**config.mk**
```make
export PLATFORM = sky130hd
export DESIGN_NAME = wdg_window_monitor_flat
export DESIGN_NICKNAME = d
export VERILOG_FILES = /design/src/rtl/wdg_window_monitor_if.sv /design/src/rtl/wdg_window_monitor.sv /design/src/flat_wrapper.sv
export SDC_FILE = /design/constraint.sdc
export NUM_CORES = 1
export LEC_CHECK = 0
export ABC_AREA = 1
export CAP_MARGIN = 20
export CELL_PAD_IN_SITES_DETAIL_PLACEMENT = 1
export CELL_PAD_IN_SITES_GLOBAL_PLACEMENT = 2
export CORE_ASPECT_RATIO = 0.9
export CORE_MARGIN = 5
export CORE_UTILIZATION = 30
export CTS_BUF_LIST = sky130_fd_sc_hd__clkbuf_8
export DETAILED_ROUTE_END_ITERATION = 8
export GPL_TIMING_DRIVEN = 0
export PLACE_DENSITY = 0.86
export SYNTH_ARGS = -nofsm -noshare
export SYNTH_HDL_FRONTEND = slang
export SYNTH_SLANG_ARGS = --single-unit
```
**constraint.sdc**
```tcl
create_clock -name clk -period 3.95 [get_ports clk]
set_clock_uncertainty 0.15 [all_clocks]
set_input_delay 0.395 -clock clk [delete_from_list [all_inputs] [get_ports clk]]
set_output_delay 0.395 -clock clk [all_outputs]
set_load 0.02 [all_outputs]
```
**src/rtl/wdg_window_monitor_if.sv**
```systemverilog
`default_nettype none
// ============================================================================
// Module   : wdg_window_monitor_if
// Brief    : Heartbeat, enable and acknowledge inputs plus alarm status
//            outputs of the window watchdog monitor.
// Revision : 1.0 - initial release
// ============================================================================
interface wdg_window_monitor_if;
    logic       en;
    logic       pulse;
    logic       ack;
    logic       alarm;
    logic [1:0] cause;
    logic [7:0] beats;
    logic [1:0] st;

    modport master (output en, pulse, ack, input alarm, cause, beats, st);
    modport slave  (input en, pulse, ack, output alarm, cause, beats, st);
endinterface
`default_nettype wire

```
**src/rtl/wdg_window_monitor.sv**
```systemverilog
`default_nettype none
// ============================================================================
// Module   : wdg_window_monitor
// Brief    : Window watchdog. Measures the gap between heartbeat pulses and
//            raises a sticky alarm on early or missing pulses.
// Revision : 1.0 - initial release
// ============================================================================
module wdg_window_monitor #(
    parameter int TIMEOUT = 1000,
    parameter int EARLY   = 10,
    parameter int CNT_W   = 16
) (
    input  logic                clk,
    input  logic                rst,
    wdg_window_monitor_if.slave bus
);

    typedef enum logic [1:0] {
        S_IDLE  = 2'b00,
        S_ARM   = 2'b01,
        S_RUN   = 2'b10,
        S_ALARM = 2'b11
    } state_t;

    localparam logic [CNT_W-1:0] c_CNT_LAST    = CNT_W'(TIMEOUT - 1);
    localparam logic [CNT_W:0]   c_EARLY       = (CNT_W + 1)'(EARLY);
    localparam bit               c_EARLY_ON    = (EARLY >= 2);
    localparam logic [1:0]       c_CAUSE_NONE  = 2'b00;
    localparam logic [1:0]       c_CAUSE_TMO   = 2'b01;
    localparam logic [1:0]       c_CAUSE_EARLY = 2'b10;

    state_t           r_st;
    logic [CNT_W-1:0] r_cnt;
    logic             r_alarm;
    logic [1:0]       r_cause;
    logic [7:0]       r_beats;

    state_t           w_st_nxt;
    logic [CNT_W-1:0] w_cnt_nxt;
    logic             w_alarm_nxt;
    logic [1:0]       w_cause_nxt;
    logic [7:0]       w_beats_nxt;

    logic [CNT_W:0]   w_gap;
    logic             w_early;
    logic             w_last;
    logic [7:0]       w_beats_inc;

    // One extra bit keeps cnt+1 from wrapping at the top of the counter range.
    assign w_gap       = {1'b0, r_cnt} + {{CNT_W{1'b0}}, 1'b1};
    assign w_early     = c_EARLY_ON && (w_gap < c_EARLY);
    assign w_last      = (r_cnt == c_CNT_LAST);
    assign w_beats_inc = (r_beats == 8'hFF) ? 8'hFF : (r_beats + 8'd1);

    always_ff @(posedge clk or negedge rst) begin
        if (!rst) begin
            r_st    <= S_IDLE;
            r_cnt   <= '0;
            r_alarm <= 1'b0;
            r_cause <= c_CAUSE_NONE;
            r_beats <= 8'd0;
        end else begin
            r_st    <= w_st_nxt;
            r_cnt   <= w_cnt_nxt;
            r_alarm <= w_alarm_nxt;
            r_cause <= w_cause_nxt;
            r_beats <= w_beats_nxt;
        end
    end

    always_comb begin
        w_st_nxt    = r_st;
        w_cnt_nxt   = r_cnt;
        w_alarm_nxt = r_alarm;
        w_cause_nxt = r_cause;
        w_beats_nxt = r_beats;

        case (r_st)
            S_IDLE: begin
                w_cnt_nxt = '0;
                if (bus.en) begin
                    w_st_nxt = S_ARM;
                end
            end

            S_ARM: begin
                if (!bus.en) begin
                    w_st_nxt  = S_IDLE;
                    w_cnt_nxt = '0;
                end else if (bus.pulse) begin
                    // First heartbeat only opens the window; no early check.
                    w_st_nxt    = S_RUN;
                    w_cnt_nxt   = '0;
                    w_beats_nxt = w_beats_inc;
                end else if (w_last) begin
                    w_st_nxt    = S_ALARM;
                    w_cnt_nxt   = '0;
                    w_alarm_nxt = 1'b1;
                    w_cause_nxt = c_CAUSE_TMO;
                end else begin
                    w_cnt_nxt = r_cnt + 1'b1;
                end
            end

            S_RUN: begin
                if (!bus.en) begin
                    w_st_nxt  = S_IDLE;
                    w_cnt_nxt = '0;
                end else if (bus.pulse) begin
                    w_cnt_nxt = '0;
                    if (w_early) begin
                        w_st_nxt    = S_ALARM;
                        w_alarm_nxt = 1'b1;
                        w_cause_nxt = c_CAUSE_EARLY;
                    end else begin
                        w_beats_nxt = w_beats_inc;
                    end
                end else if (w_last) begin
                    w_st_nxt    = S_ALARM;
                    w_cnt_nxt   = '0;
                    w_alarm_nxt = 1'b1;
                    w_cause_nxt = c_CAUSE_TMO;
                end else begin
                    w_cnt_nxt = r_cnt + 1'b1;
                end
            end

            S_ALARM: begin
                w_cnt_nxt = '0;
                if (bus.ack) begin
                    w_alarm_nxt = 1'b0;
                    w_cause_nxt = c_CAUSE_NONE;
                    w_beats_nxt = 8'd0;
                    w_st_nxt    = bus.en ? S_ARM : S_IDLE;
                end
            end

            default: begin
                w_st_nxt = S_IDLE;
            end
        endcase
    end

    assign bus.alarm = r_alarm;
    assign bus.cause = r_cause;
    assign bus.beats = r_beats;
    assign bus.st    = r_st;

endmodule
`default_nettype wire

```
**src/flat_wrapper.sv**
```systemverilog
// flat-port wrapper written by rule: the top's interface ports become plain ports
module wdg_window_monitor_flat 
#(
    parameter int TIMEOUT = 1000,
    parameter int EARLY   = 10,
    parameter int CNT_W   = 16
)
  (clk, rst, bus_en, bus_pulse, bus_ack, bus_alarm, bus_cause, bus_beats, bus_st);
  wdg_window_monitor_if bus_i ();
  input  logic clk;
  input  logic rst;
  input wire logic [$bits(bus_i.en)-1:0] bus_en;
  input wire logic [$bits(bus_i.pulse)-1:0] bus_pulse;
  input wire logic [$bits(bus_i.ack)-1:0] bus_ack;
  output wire logic [$bits(bus_i.alarm)-1:0] bus_alarm;
  output wire logic [$bits(bus_i.cause)-1:0] bus_cause;
  output wire logic [$bits(bus_i.beats)-1:0] bus_beats;
  output wire logic [$bits(bus_i.st)-1:0] bus_st;
  assign bus_i.en = bus_en;
  assign bus_i.pulse = bus_pulse;
  assign bus_i.ack = bus_ack;
  assign bus_alarm = bus_i.alarm;
  assign bus_cause = bus_i.cause;
  assign bus_beats = bus_i.beats;
  assign bus_st = bus_i.st;
  wdg_window_monitor #(.TIMEOUT(TIMEOUT), .EARLY(EARLY), .CNT_W(CNT_W)) u_core (.clk(clk), .rst(rst), .bus(bus_i));
endmodule
```
=== Word level (Yosys, flattened, before mapping) ===
Cells that the tools add are included.

* Register bits after elaboration: 29
* Input port bits: 5
* Output and inout bits: 13
* Word-level logic and storage cells: 69

* Add/subtract/negate cells: 3
* Order comparisons: 1
* Equality and inequality tests: 15
* Mux-type cells: 38
* Reductions and logical operators: 7

{| class="wikitable"
|+ Operators by type and width
! cell !! number
|-
| $mux 8 || 7
|-
| $mux 16 || 3
|-
| $pmux 16 s2 || 1
|-
| $mux 2 || 15
|-
| $pmux 8 s3 || 1
|-
| $add 16x1->17 const B || 1
|-
| $lt 17x4->1 const B || 1
|-
| $add 16x1->16 const B || 1
|-
| $eq 16x10->1 const B || 1
|-
| $ne 2x2->1 const B || 8
|-
| $add 8x1->8 const B || 1
|-
| $eq 8x8->1 const B || 1
|-
| $mux 1 || 8
|-
| $pmux 2 s4 || 1
|-
| $reduce_and 7->1 || 1
|-
| $pmux 2 s3 || 1
|-
| $reduce_and 6->1 || 1
|-
| $eq 2x2->1 const B || 2
|-
| $ne 4x3->1 const B || 1
|-
| $reduce_or 2->1 || 2
|-
| $ne 3x2->1 const B || 1
|-
| $pmux 1 s3 || 1
|-
| $reduce_and 3->1 || 1
|-
| $reduce_bool 3->1 || 1
|-
| 2 further kinds || 2
|}

=== Depth between registers and ports, before layout ===
* Depth in word-level cells: 6
* Gate-level depth with buffers: 14
* Mapped depth without buffers: 14

=== Worst setup path after synthesis ===
Ideal clock, no wire load.

* Path kind: register -> register
* Start point: register u_core.r_st[0] (netlist: u_core.bus.st[0])
* End point: register u_core.r_beats[5] (netlist: u_core.bus.beats[5])
* Setup time: 123 ps
* Arrival: 1,704 ps
* Required time: 3,677 ps
* Slack: 1,972 ps
* Cell stages (with the launch flop): 10
* Path buffers: 1
* Clock period less this slack: 1,978 ps
* Path through: dfrtp_1 > inv_1 > ha_1 > o21ai_0 > nand3_1 > nor2_1 > nand2_4 > buf_12 > nand2_2 > o21ai_2

* Word-level cells in the longest chain between the ends: 3
* Elaborated cells between the ends (all ways): 12
* Those cells by class: eq/ne: 9; mux: 1; reduce/logical: 2

{| class="wikitable"
|+ RTL lines
! what !! line !! RTL
|-
| start: declaration || wdg_window_monitor.sv:32 || <nowiki>state_t r_st;</nowiki>
|-
| start signal: assignment || wdg_window_monitor.sv:63 || <nowiki>r_st <= w_st_nxt;</nowiki>
|-
| $eq 2x2->1 / $eq 2x1->1 (equally long branches) || wdg_window_monitor.sv:78 || <nowiki>case (r_st)</nowiki>
|-
| $ne 2x2->1 (no line) / $reduce_bool 3->1 (equally long branches) || - ||
|-
| $reduce_and 7->1 (no line) || - ||
|-
| end signal: assignment || wdg_window_monitor.sv:67 || <nowiki>r_beats <= w_beats_nxt;</nowiki>
|-
| end: declaration || wdg_window_monitor.sv:36 || <nowiki>logic [7:0] r_beats;</nowiki>
|}

Several ways; a longest one is shown, not always the timed one.
A chain may end at the register's enable or synchronous reset.

=== Worst setup path in the final report ===
* Start point: register u_core.r_cnt[0]
* End point: register u_core.r_alarm (netlist: u_core.bus.alarm)

* Word-level cells in the longest chain between the ends: 5
* Elaborated cells between the ends (all ways): 11
* Those cells by class: add/sub: 1; order compare: 1; eq/ne: 2; mux: 6; reduce/logical: 1

{| class="wikitable"
|+ RTL lines
! what !! line !! RTL
|-
| start: declaration || wdg_window_monitor.sv:33 || <nowiki>logic [CNT_W-1:0] r_cnt;</nowiki>
|-
| start signal: assignment || wdg_window_monitor.sv:64 || <nowiki>r_cnt <= w_cnt_nxt;</nowiki>
|-
| parallel branches: the longest is 5 deep, another holds $add 16x1->17 || - ||
|-
| end signal: assignment || wdg_window_monitor.sv:65 || <nowiki>r_alarm <= w_alarm_nxt;</nowiki>
|-
| end: declaration || wdg_window_monitor.sv:34 || <nowiki>logic r_alarm;</nowiki>
|}

Parallel ways; which one is timed is not known. The select of a mux whose other input is x is not followed.

==> flow_metrics.tcl <==
set metrics [dict create \
    outcome "completed" \
    cts.sinks 29 \
    avgSynthCellArea_um2 7.086 \
    netlist_area_um2 1977 \
    startpoint "u_core.r_cnt[0]" \
    initial_utilization_pct 30.50 \
    clkSlewWorstSetupHoldPaths_ns 0.07 \
    grt_pass1_wl_um 9356 \
    remaining_drc_errors 0 \
    synth-edff-count 0 \
    critPathTopFamily "simple AND/OR/NAND/NOR gates" \
    clk_latency_ns 0.28 \
    crit_type "flop to flop" \
    fmax_mhz 441.1 \
    cpMostUsedCell "nand2_1" \
    die_w_um 95.57 \
    vdd_ir_drop_max_v 0.0002529 \
    postRouteAntennaNets 0 \
    rr_startpoint "u_core.r_cnt[0]" \
    cts_buffers 5 \
    cp.depth 14 \
    tightestPinTransition_ns 0.7136 \
    design.die.area_um2 8315 \
    crit_buf_inv 0 \
    fin_crit_ns 2.267 \
    holdCritPathClass "input pin to async pin" \
    crit_path_max_incr_delay_ns 0.40 \
    power.leakage_uw 0.001049 \
    p_per_area_nw_per_um2 490.3 \
    cp_slowest_cell "dfrtp_1" \
    async_reset_ff_share_pct 100.0 \
    vias 1884 \
    ctsResizeCount 0 \
    r2r-end "u_core.bus.alarm" \
    rsz0062_at_grt "false" \
    overflow 0 \
    yosysWarnings 0 \
    synth-seq-area-share_pct 36.71 \
    post_cts_buffers 0 \
    synth_flop_cell "dfrtp_1" \
    path_max_fanout 8 \
    vias_per_cell 4.782 \
    synthCells 279 \
    grt_pass1_vias 2020 \
    cts_tree "built" \
    multiInputGateArea_um2 1100 \
    fill_cells 831 \
    firstDrtPassIters 4 \
    num-nets-final 315 \
    drive_above_1_share_pct 11.18 \
    setup_viol 0 \
    maxCapViolCount 0 \
    grt_max_degree 30 \
    mappedNetlistNets 291 \
    cts_root_buf "clkbuf_8" \
    start_kind "flop" \
    wl_per_cell_um 13.40 \
    area.growth.synth_to_final_pct 19.18 \
    gp_congestion 0.7629 \
    cts_hold_buf 0 \
    r2r_cells 14 \
    finalCritPeriodShare_pct 57.40 \
    die_h_um 87.01 \
    rows 28 \
    first_iter_violations 51 \
    grt_use_total_pct 14.36 \
    rrSetupSlack_ns 1.68 \
    core_area_um2 6481 \
    fin_setup_tns_ns 0 \
    htree_levels 2 \
    num_antenna_cells 0 \
    routed_wirelength_um 5279 \
    antenna_found_initial 0 \
    ys_types 28 \
    finalHoldViolCount 0 \
    ys_ff_latch 29 \
    crit_chain "ha_1 > nand2_2 > nor2_4 > nand2_1 > nand2_1 > nand3_1 > nor2_1 > nand2_1 > nor2_2 > nand2_1 > nand2_1 > nand2_1 > nand2_1 > o21ai_1" \
    required_ns 3.98 \
    finalMaxSlewViolations 0 \
    clockBufferDepth 2 \
    ios 18 \
    port_buffers 17 \
    maxSlewHeadroom_pct 52.42 \
    critical_path_arrival_ns 2.30 \
    end_kind "flop" \
    hpwl_um 4042 \
    seq_area_um2 725.7 \
    power_uw 1155 \
]
==> layout make-up <==
class | instances | area share [%]
buffer | 2 | 1.009
clock buffer | 7 | 4.089
clock inverter | 1 | 0.2124
inverter | 34 | 5.417
multi-input combinational | 214 | 46.68
sequential | 29 | 30.80
tap | 90 | 4.780
timing repair buffer | 17 | 7.010
==> cells in the mapped netlist, types with 6 or more instances <==
| cell | number | share of area (%) |
|---|---|---|
| inv_1 | 33 | 6.3 |
| ha_1 | 7 | 4.4 |
| nand4_1 | 9 | 2.8 |
| nor3_1 | 6 | 1.5 |
| nand2_1 | 77 | 15 |
| dfrtp_1 | 29 | 37 |
| o21ai_0 | 8 | 2.0 |
| nand3_1 | 26 | 6.6 |
| nor2_1 | 39 | 7.4 |
| o21ai_2 | 7 | 3.1 |
| nand2_2 | 6 | 1.9 |
| a21oi_1 | 7 | 1.8 |
==> power breakdown <==
| group | switching, uW | internal, uW | total (uW) |
|---|---|---|---|
| Combinational | 284 | 198 | 482 |
| Clock | 127 | 158 | 284 |
| Sequential | 49.0 | 339 | 388 |
==> placed cells by master (no fill, tap or decap), types with 2 or more instances in the layout <==
| cell | instances |
|---|---|
| a21oi_1 | 7 |
| nand4_1 | 9 |
| xor2_1 | 4 |
| dfrtp_1 | 29 |
| ha_1 | 7 |
| nand3_1 | 26 |
| clkbuf_8 | 7 |
| nor2_4 | 4 |
| nor2_2 | 3 |
| nand2_1 | 77 |
| o211ai_1 | 2 |
| nand2_2 | 6 |
| o21ai_2 | 7 |
| nor2_1 | 39 |
| inv_1 | 33 |
| clkdlybuf4s50_1 | 16 |
| nor3_1 | 6 |
| o21ai_0 | 8 |
==> worst reg2reg max path, stage by stage, from the launching register on <==
cell and delay [ns]:
dfrtp_1 0.40, ha_1 0.24, nand2_2 0.11, nor2_4 0.20, nand2_1 0.08, nand2_1 0.10, nand3_1 0.08, nor2_1 0.13
nand2_1 0.08, nor2_2 0.11, nand2_1 0.11, nand2_1 0.12, nand2_1 0.12, nand2_1 0.08, o21ai_1 0.05
==> state kept, by name, indices dropped and copies added, names as in the netlist <==
name and flops:
u_core.bus.st 2, u_core.bus.beats 8, u_core.bus.alarm 1, u_core.bus.cause 2, u_core.r_cnt 16
==> per-layer routing <==
layer	GRT usage (%)	vias to the layer above	share of wire (%)
met5	0	-	0
met4	4.264	0	1.0
met3	2.852	5	2.1
met2	23.17	14	46
met1	19.38	915	51
li1	-	950	-
==> worst max-delay path by stage <==
stage | end | slack, ns
after global routing | u_core.bus.alarm | 1.34
after CTS | u_core.bus.beats[7] | 1.64
after floorplan | u_core.bus.beats[5] | 1.97
after global placement | u_core.bus.alarm | 1.68
after detailed placement | u_core.bus.alarm | 1.65
final | u_core.bus.alarm | 1.68
==> cell families after synthesis <==
group	after synthesis	synth area share, %
AOI/OAI and AO/OA	28	9.177
DFF	29	36.71
buffers and inverters	36	7.658
adders and majority gates	7	4.430
and+or+nand+nor	174	39.81
xor gates and xnor gates	5	2.215
==> stage by stage <==
stage               hold WS, ns  util (%)  worst slack [ns]  instance area [um^2]  std cells
floorplan              -0.05059         -             1.972                  1977        279
global placement         0.3263     34.86             1.677                  2260        386
detailed placement       0.3389     34.79             1.651                  2255        386
CTS                     0.02486     36.35             1.644                  2356        394
global route            0.07000     36.35             1.339                  2356        394
finish                 0.003630     36.35             1.683                  2356        394
(Power assumes the default switching activity.)
